## src/rtl/ram2raccoon.sv

```systemverilog
// Ring-bus master port: turns a local REQ/ACK memory request into a request
// word on the ring, then waits for the matching response (or for the request
// to come back unclaimed, or for a timeout) and reports completion.
// Ring word layout:
//   [79] valid  [78] write  [77:76] type (00 request, 10 response)
//   [75:69] initiator ID  [68] sequence bit  [67:64] mask
//   [63:32] data  [31:0] address
module ram2raccoon #(
  parameter logic [6:0]  MASTER_ID = 7'h01,
  parameter logic [15:0] TIMEOUT   = 16'd1024
) (
  input  logic        CLK,
  input  logic        RST,
  input  logic [79:0] RaccIn,
  output logic [79:0] RaccOut,
  input  logic        REQ,
  input  logic        WE,
  input  logic [31:0] ADDR,
  input  logic [3:0]  MASK,
  input  logic [31:0] WR_DATA,
  output logic [31:0] RD_DATA,
  output logic        ACK,
  output logic        ERR
);

  typedef enum logic [1:0] {
    IDLE  = 2'd0,
    ISSUE = 2'd1,
    WAIT  = 2'd2
  } state_t;

  localparam logic [1:0] TYPE_REQ  = 2'b00;
  localparam logic [1:0] TYPE_RESP = 2'b10;

  state_t      state_q, state_d;
  logic [79:0] din_q;
  logic [79:0] racc_out_q, racc_out_d;
  logic [31:0] rd_data_q, rd_data_d;
  logic        ack_q, ack_d;
  logic        err_q, err_d;
  logic        seq_q, seq_d;     // sequence bit the next request will carry
  logic [15:0] cnt_q, cnt_d;

  logic own_word;
  logic seq_is_outstanding;
  logic hit;
  logic stale;
  logic timeout_hit;

  // A word belongs to us when it is valid and carries our initiator ID.
  // While waiting, the outstanding request carries the inverse of seq_q
  // (seq toggles on issue); any other seq value of ours is left over from an
  // aborted transaction. Outside WAIT nothing is outstanding, so an own word
  // with the previously used seq value is stale.
  always_comb begin
    own_word           = din_q[79] && (din_q[75:69] == MASTER_ID);
    seq_is_outstanding = (din_q[68] == ~seq_q);
    hit                = own_word && (state_q == WAIT) && seq_is_outstanding;
    stale              = own_word && ((state_q == WAIT) ? (din_q[68] == seq_q)
                                                        : (din_q[68] != seq_q));
    timeout_hit        = (cnt_q == (TIMEOUT - 16'd1));
  end

  // Next-state and datapath decisions; default is plain pass-through.
  always_comb begin
    state_d    = state_q;
    racc_out_d = din_q;
    rd_data_d  = rd_data_q;
    ack_d      = 1'b0;
    err_d      = 1'b0;
    seq_d      = seq_q;
    cnt_d      = cnt_q;

    if (stale) begin
      racc_out_d = 80'd0;
    end

    case (state_q)
      IDLE: begin
        // REQ is still high during the ACK cycle; do not start a new request.
        if (REQ && !ack_q) begin
          state_d = ISSUE;
        end
      end

      ISSUE: begin
        // Only an empty slot may carry our request; occupied slots pass on.
        if (!din_q[79]) begin
          racc_out_d = {1'b1, WE, TYPE_REQ, MASTER_ID, seq_q, MASK, WR_DATA, ADDR};
          seq_d      = ~seq_q;
          cnt_d      = 16'd0;
          state_d    = WAIT;
        end
      end

      WAIT: begin
        cnt_d = (cnt_q == 16'hFFFF) ? cnt_q : (cnt_q + 16'd1);
        // A matching response beats a simultaneous timeout.
        if (hit && (din_q[77:76] == TYPE_RESP)) begin
          racc_out_d = 80'd0;
          rd_data_d  = din_q[63:32];
          ack_d      = 1'b1;
          state_d    = IDLE;
        end else if (hit && (din_q[77:76] == TYPE_REQ)) begin
          // Went all the way round without any target claiming it.
          racc_out_d = 80'd0;
          rd_data_d  = 32'd0;
          ack_d      = 1'b1;
          err_d      = 1'b1;
          state_d    = IDLE;
        end else if (timeout_hit) begin
          // seq stays toggled so a late response is discarded as stale.
          rd_data_d = 32'd0;
          ack_d     = 1'b1;
          err_d     = 1'b1;
          state_d   = IDLE;
        end
      end

      default: begin
        state_d = IDLE;
      end
    endcase
  end

  // Input capture register and all state/output registers.
  always_ff @(posedge CLK or posedge RST) begin
    if (RST) begin
      state_q    <= IDLE;
      din_q      <= 80'd0;
      racc_out_q <= 80'd0;
      rd_data_q  <= 32'd0;
      ack_q      <= 1'b0;
      err_q      <= 1'b0;
      seq_q      <= 1'b0;
      cnt_q      <= 16'd0;
    end else begin
      state_q    <= state_d;
      din_q      <= RaccIn;
      racc_out_q <= racc_out_d;
      rd_data_q  <= rd_data_d;
      ack_q      <= ack_d;
      err_q      <= err_d;
      seq_q      <= seq_d;
      cnt_q      <= cnt_d;
    end
  end

  assign RaccOut = racc_out_q;
  assign RD_DATA = rd_data_q;
  assign ACK     = ack_q;
  assign ERR     = err_q;

endmodule

```

## config.mk

```make
export PLATFORM = sky130hd
export DESIGN_NAME = ram2raccoon
export DESIGN_NICKNAME = d
export VERILOG_FILES = /design/src/rtl/ram2raccoon.sv
export SDC_FILE = /design/constraint.sdc
export NUM_CORES = 1
export LEC_CHECK = 0
export CORE_UTILIZATION = 30
export DETAILED_ROUTE_END_ITERATION = 12
export GPL_TIMING_DRIVEN = 0
export HOLD_SLACK_MARGIN = 0.12
export SETUP_SLACK_MARGIN = 0.5
export SLEW_MARGIN = 10
export SYNTH_ARGS = -nofsm -noshare
export SYNTH_HDL_FRONTEND = slang
export SYNTH_SLANG_ARGS = --single-unit
```

## constraint.sdc

```tcl
create_clock -name CLK -period 12.7 [get_ports CLK]
set_input_delay 3.175 -clock CLK [delete_from_list [all_inputs] [get_ports CLK]]
set_output_delay 3.175 -clock CLK [all_outputs]
set_load 0.01 [all_outputs]
```

==> impl_metrics.prom <==
# TYPE chip_impl_metric gauge
chip_impl_info{name="holdCritPathClass",value="reg -> reg"} 1
chip_impl_metric{name="synth_warnings",unit=""} 0
chip_impl_metric{name="finalWirelength",unit="microns"} 20500
chip_impl_metric{name="async_reset_ff_share",unit="%"} 100
chip_impl_metric{name="cts_made_buffers",unit=""} 25
chip_impl_metric{name="post_route_cells_drive_above_1_share",unit="%"} 7.63
chip_impl_info{name="synthTopCellsByArea",value="dfrtp_1, a22o_1, buf_6"} 1
chip_impl_info{name="worst_setup_path_end_kind",value="output pin"} 1
chip_impl_metric{name="grt_overflow",unit=""} 0
chip_impl_metric{name="worst_path_arrival_time",unit="ns"} 1.47
chip_impl_metric{name="drt_iter0_drc",unit=""} 229
chip_impl_metric{name="fin_setup_tns",unit="ns"} 0
chip_impl_metric{name="syn_inst",unit=""} 490
chip_impl_info{name="crit_path_cell_trace",value="clkdlybuf4s50_1"} 1
chip_impl_metric{name="io_pins",unit=""} 266
chip_impl_metric{name="syn_to_final_growth",unit="%"} 52.7
chip_impl_metric{name="antenna-diode-count",unit=""} 0
chip_impl_metric{name="drt_first_pass_iters",unit=""} 4
chip_impl_info{name="cts_root_buffer",value="clkbuf_16"} 1
chip_impl_metric{name="slew_headroom",unit="%"} 41.1
chip_impl_info{name="critical_path.startpoint_type",value="flip-flop"} 1
chip_impl_metric{name="worst-path-buf-inv",unit=""} 1
chip_impl_metric{name="fill_cells",unit=""} 2158
chip_impl_info{name="cpMaxStageDelayCell",value="clkdlybuf4s50_1"} 1
chip_impl_info{name="timing.setup.critical_path_class",value="reg -> out"} 1
chip_impl_metric{name="ff2ff_path_depth",unit=""} 8
chip_impl_metric{name="worst_hold_path.num_cells",unit=""} 1
chip_impl_metric{name="post_cts_hold_buffer_count",unit=""} 0
chip_impl_metric{name="via_per_inst",unit=""} 4.66
chip_impl_metric{name="cp_max_fo",unit=""} 2
chip_impl_metric{name="nNetsFinal",unit=""} 940
chip_impl_metric{name="syn_area",unit="sq um"} 7420
chip_impl_metric{name="post-dp-hpwl",unit="microns"} 14400
chip_impl_metric{name="power.ir.vdd_worst",unit="mV"} 0.0929
chip_impl_metric{name="tightestPinTransition",unit="ns"} 0.877
chip_impl_metric{name="fin_crit_sh",unit="%"} 36.6
chip_impl_metric{name="initial_utilization",unit="%"} 30.5
chip_impl_metric{name="finalClockSkew",unit="ns"} 0.0105
chip_impl_metric{name="worst_skew_pair.late_latency",unit="ns"} 0.52
chip_impl_metric{name="pwr-share-seq",unit="%"} 36.1
chip_impl_metric{name="fp.dieW",unit="microns"} 159
chip_impl_metric{name="clkTransAtPathRegs",unit="ns"} 0.06
chip_impl_metric{name="finalWeightedCongestion",unit=""} 0.825
chip_impl_metric{name="synth.top_cell.area_share",unit="%"} 71.8
chip_impl_metric{name="comb_power_share",unit="%"} 34.3
chip_impl_metric{name="total_power_density_per_cell_area",unit="nW/um^2"} 212
chip_impl_metric{name="seq_area",unit="sq um"} 5330
chip_impl_metric{name="finalMaxSlewViolations",unit=""} 0
chip_impl_metric{name="cp_num_cells",unit=""} 1
chip_impl_metric{name="postCtsSetupBuffers",unit=""} 0
chip_impl_metric{name="worst_path_largest_cell_delay",unit="ns"} 0.61
chip_impl_metric{name="drc",unit=""} 0
chip_impl_metric{name="port_buffers",unit=""} 265
chip_impl_metric{name="die_area",unit="sq um"} 25400
chip_impl_metric{name="grt_antenna_before_repair",unit=""} 0
chip_impl_metric{name="antenna_left",unit=""} 0
chip_impl_metric{name="cts_max_path_buffers",unit=""} 3
chip_impl_metric{name="seq_area_frac_synth",unit="%"} 71.8
chip_impl_metric{name="cp_data_required_time",unit="ns"} 9.52
chip_impl_metric{name="max_clock_freq",unit="GHz"} 0.215
chip_impl_metric{name="final_period_minus_worst_setup_slack",unit="ns"} 4.65
chip_impl_metric{name="gr-usage-all-layers",unit="%"} 16.2
chip_impl_metric{name="ys_ff_latch",unit=""} 213
chip_impl_metric{name="timing.final.setup_violations",unit=""} 0
chip_impl_metric{name="power.clock.fraction",unit="%"} 29.5
chip_impl_metric{name="post_synthesis_mean_instance_area",unit="sq um"} 15.2
chip_impl_info{name="synth.largest_area_cell",value="dfrtp_1"} 1
chip_impl_metric{name="netSwitchingFraction",unit="%"} 29.2
chip_impl_metric{name="die_height",unit="microns"} 159
chip_impl_metric{name="hold_viol_final",unit=""} 0
chip_impl_metric{name="count_of_flip_flops_with_a_built_in_enable_after_synthesis",unit=""} 0
chip_impl_info{name="cts_tree",value="built"} 1
chip_impl_metric{name="internal_power_contribution",unit="mW"} 1.70
chip_impl_metric{name="core-area",unit="sq um"} 24300
chip_impl_metric{name="grt_max_degree",unit=""} 111
chip_impl_metric{name="power_switching",unit="mW"} 0.702
chip_impl_metric{name="grt_first_pass_wirelength",unit="microns"} 31900
chip_impl_metric{name="routed-via-count",unit=""} 5233
chip_impl_metric{name="num_rows",unit=""} 57
chip_impl_metric{name="max-cap-violations",unit=""} 0
chip_impl_info{name="critPathTopFamily",value="buffers and inverters"} 1
chip_impl_metric{name="finalPower",unit="mW"} 2.40
chip_impl_metric{name="post_cts.resized_instances",unit=""} 0
chip_impl_info{name="status",value="completed"} 1
chip_impl_metric{name="static-leakage-power",unit="nW"} 4.84
chip_impl_info{name="yosys_most_used_dff",value="dfrtp_1"} 1
chip_impl_metric{name="multi_input_area",unit="sq um"} 1850
chip_impl_metric{name="first_global_vias",unit=""} 5412
chip_impl_metric{name="ctsHtreeMaxLevel",unit=""} 1
chip_impl_metric{name="synth_cell_type_count",unit=""} 53
chip_impl_info{name="setup_repair_after_global_routing_missed_its_margin",value="no"} 1
chip_impl_metric{name="synth.net_count",unit=""} 647
chip_impl_metric{name="cts.sink_count",unit=""} 213
chip_impl_metric{name="drt-wirelength-per-cell",unit="microns"} 18.3
-- flip-flops by register name (all words and copies together), names as in the netlist --
signal   count
RD_DATA     32
ACK          1
state_q      2
RaccOut     80
cnt_q       16
seq_q        1
din_q       80
ERR          1
-- cell usage after synthesis (2+ instances only) --
library cell and number:
dfrtp_1 213, a22o_1 103, nand2_1 18, clkbuf_1 14, buf_6 12, inv_1 12, a21oi_1 10, and2_1 9
nand2b_1 6, nand3_1 6, o21ai_0 6, a211oi_1 5, ha_1 5, mux2i_1 5, and4_1 4, nand4_1 4
nor2_1 4, o311ai_0 4, a22oi_1 3, o22ai_1 3, xnor2_1 3, a21bo_2 2, a31oi_1 2, a41oi_1 2
and3_1 2, nor2b_1 2, nor3_1 2, nor4_1 2, o31ai_1 2, o41ai_1 2
-- area by class of cell --
| class | instances | share of cell area [%] |
|---|---|---|
| multi-input cells | 237 | 16.3 |
| repair buffers | 266 | 23.6 |
| well taps | 324 | 3.58 |
| plain buffers | 28 | 1.75 |
| clock buffers | 37 | 6.45 |
| inverters | 12 | 0.464 |
| clock inverters | 6 | 0.773 |
| flip-flops and latches | 213 | 47.0 |
-- cells by family after synthesis --
family,Yosys count,share of synthesized area [%]
flip-flops,213,71.8
AND/OR/NAND/NOR,69,5.56
adder cells (fa/ha/maj),5,0.843
AO/OA/AOI/OAI,154,17.3
multiplexers,6,0.826
XOR/XNOR,3,0.354
buffers and inverters,40,3.29
-- per-layer routing --
layer	vias up	GRT usage (%)	wire, microns
li1	2417	-	-
met1	2593	20.8	8750
met2	188	27.7	10200
met3	35	3.59	1160
met4	0	4.37	453
met5	-	0	0
-- worst register-to-register path, stage by stage, from the launching register on --
cell	delay [ns]
dfrtp_1	0.40
inv_1	0.12
ha_1	0.16
clkbuf_1	0.35
nor2b_1	0.35
and2_1	0.17
buf_1	0.58
clkbuf_1	0.46
a22o_1	0.25
-- power by group through the flow --
stage / Combinational, mW / Sequential (mW) / Clock [mW]
global route: 0.889 / 0.882 / 0.757
finish: 0.826 / 0.868 / 0.710
CTS: 0.840 / 0.870 / 0.730
detailed placement: 0.836 / 0.880 / 0
global placement: 0.830 / 0.879 / 0
floorplan: 0.357 / 0.942 / 0
-- through the flow --
stage / instances / hold WS (ns) / instance area, sq um / setup slack [ns] / util [%]
final: 1123 / 0.466 / 11300 / 8.05 / 46.6
after global routing: 1123 / 0.476 / 11300 / 8.01 / 46.6
after CTS: 1123 / 0.469 / 11300 / 8.03 / 46.6
after detailed placement: 1080 / 0.456 / 10500 / 7.91 / 43.2
after global placement: 1079 / 0.450 / 10500 / 0.918 / 43.1
after floorplan: 490 / 0.445 / 7420 / 3.70 / -
-- path summary, 6_finish.rpt --
| kind | start | endpoint | slack [ns] |
|---|---|---|---|
| setup / recovery | RD_DATA[30] | RD_DATA[30] | 8.05 |
| hold / removal | din_q[24] | RaccOut[24] | 0.47 |
| setup reg to reg | state_q[1] | RaccOut[37] | 9.79 |
| hold reg to reg | din_q[24] | RaccOut[24] | 0.47 |
| max in group asynchronous | RST | RaccOut[41] | 8.45 |
| min in group asynchronous | RST | RaccOut[3] | 3.13 |
-- cells in the final DEF (no fill, tap or decap), drive strengths merged, types with 7 or more instances in the layout --
master and instances:
buf 15, inv 14, clkdlybuf4s50 265, and2 9, nand2 18, o21ai 7
a22o 103, a21oi 10, dfrtp 213, clkbuf 51
Note: power is estimated with default switching activity, not from simulation.
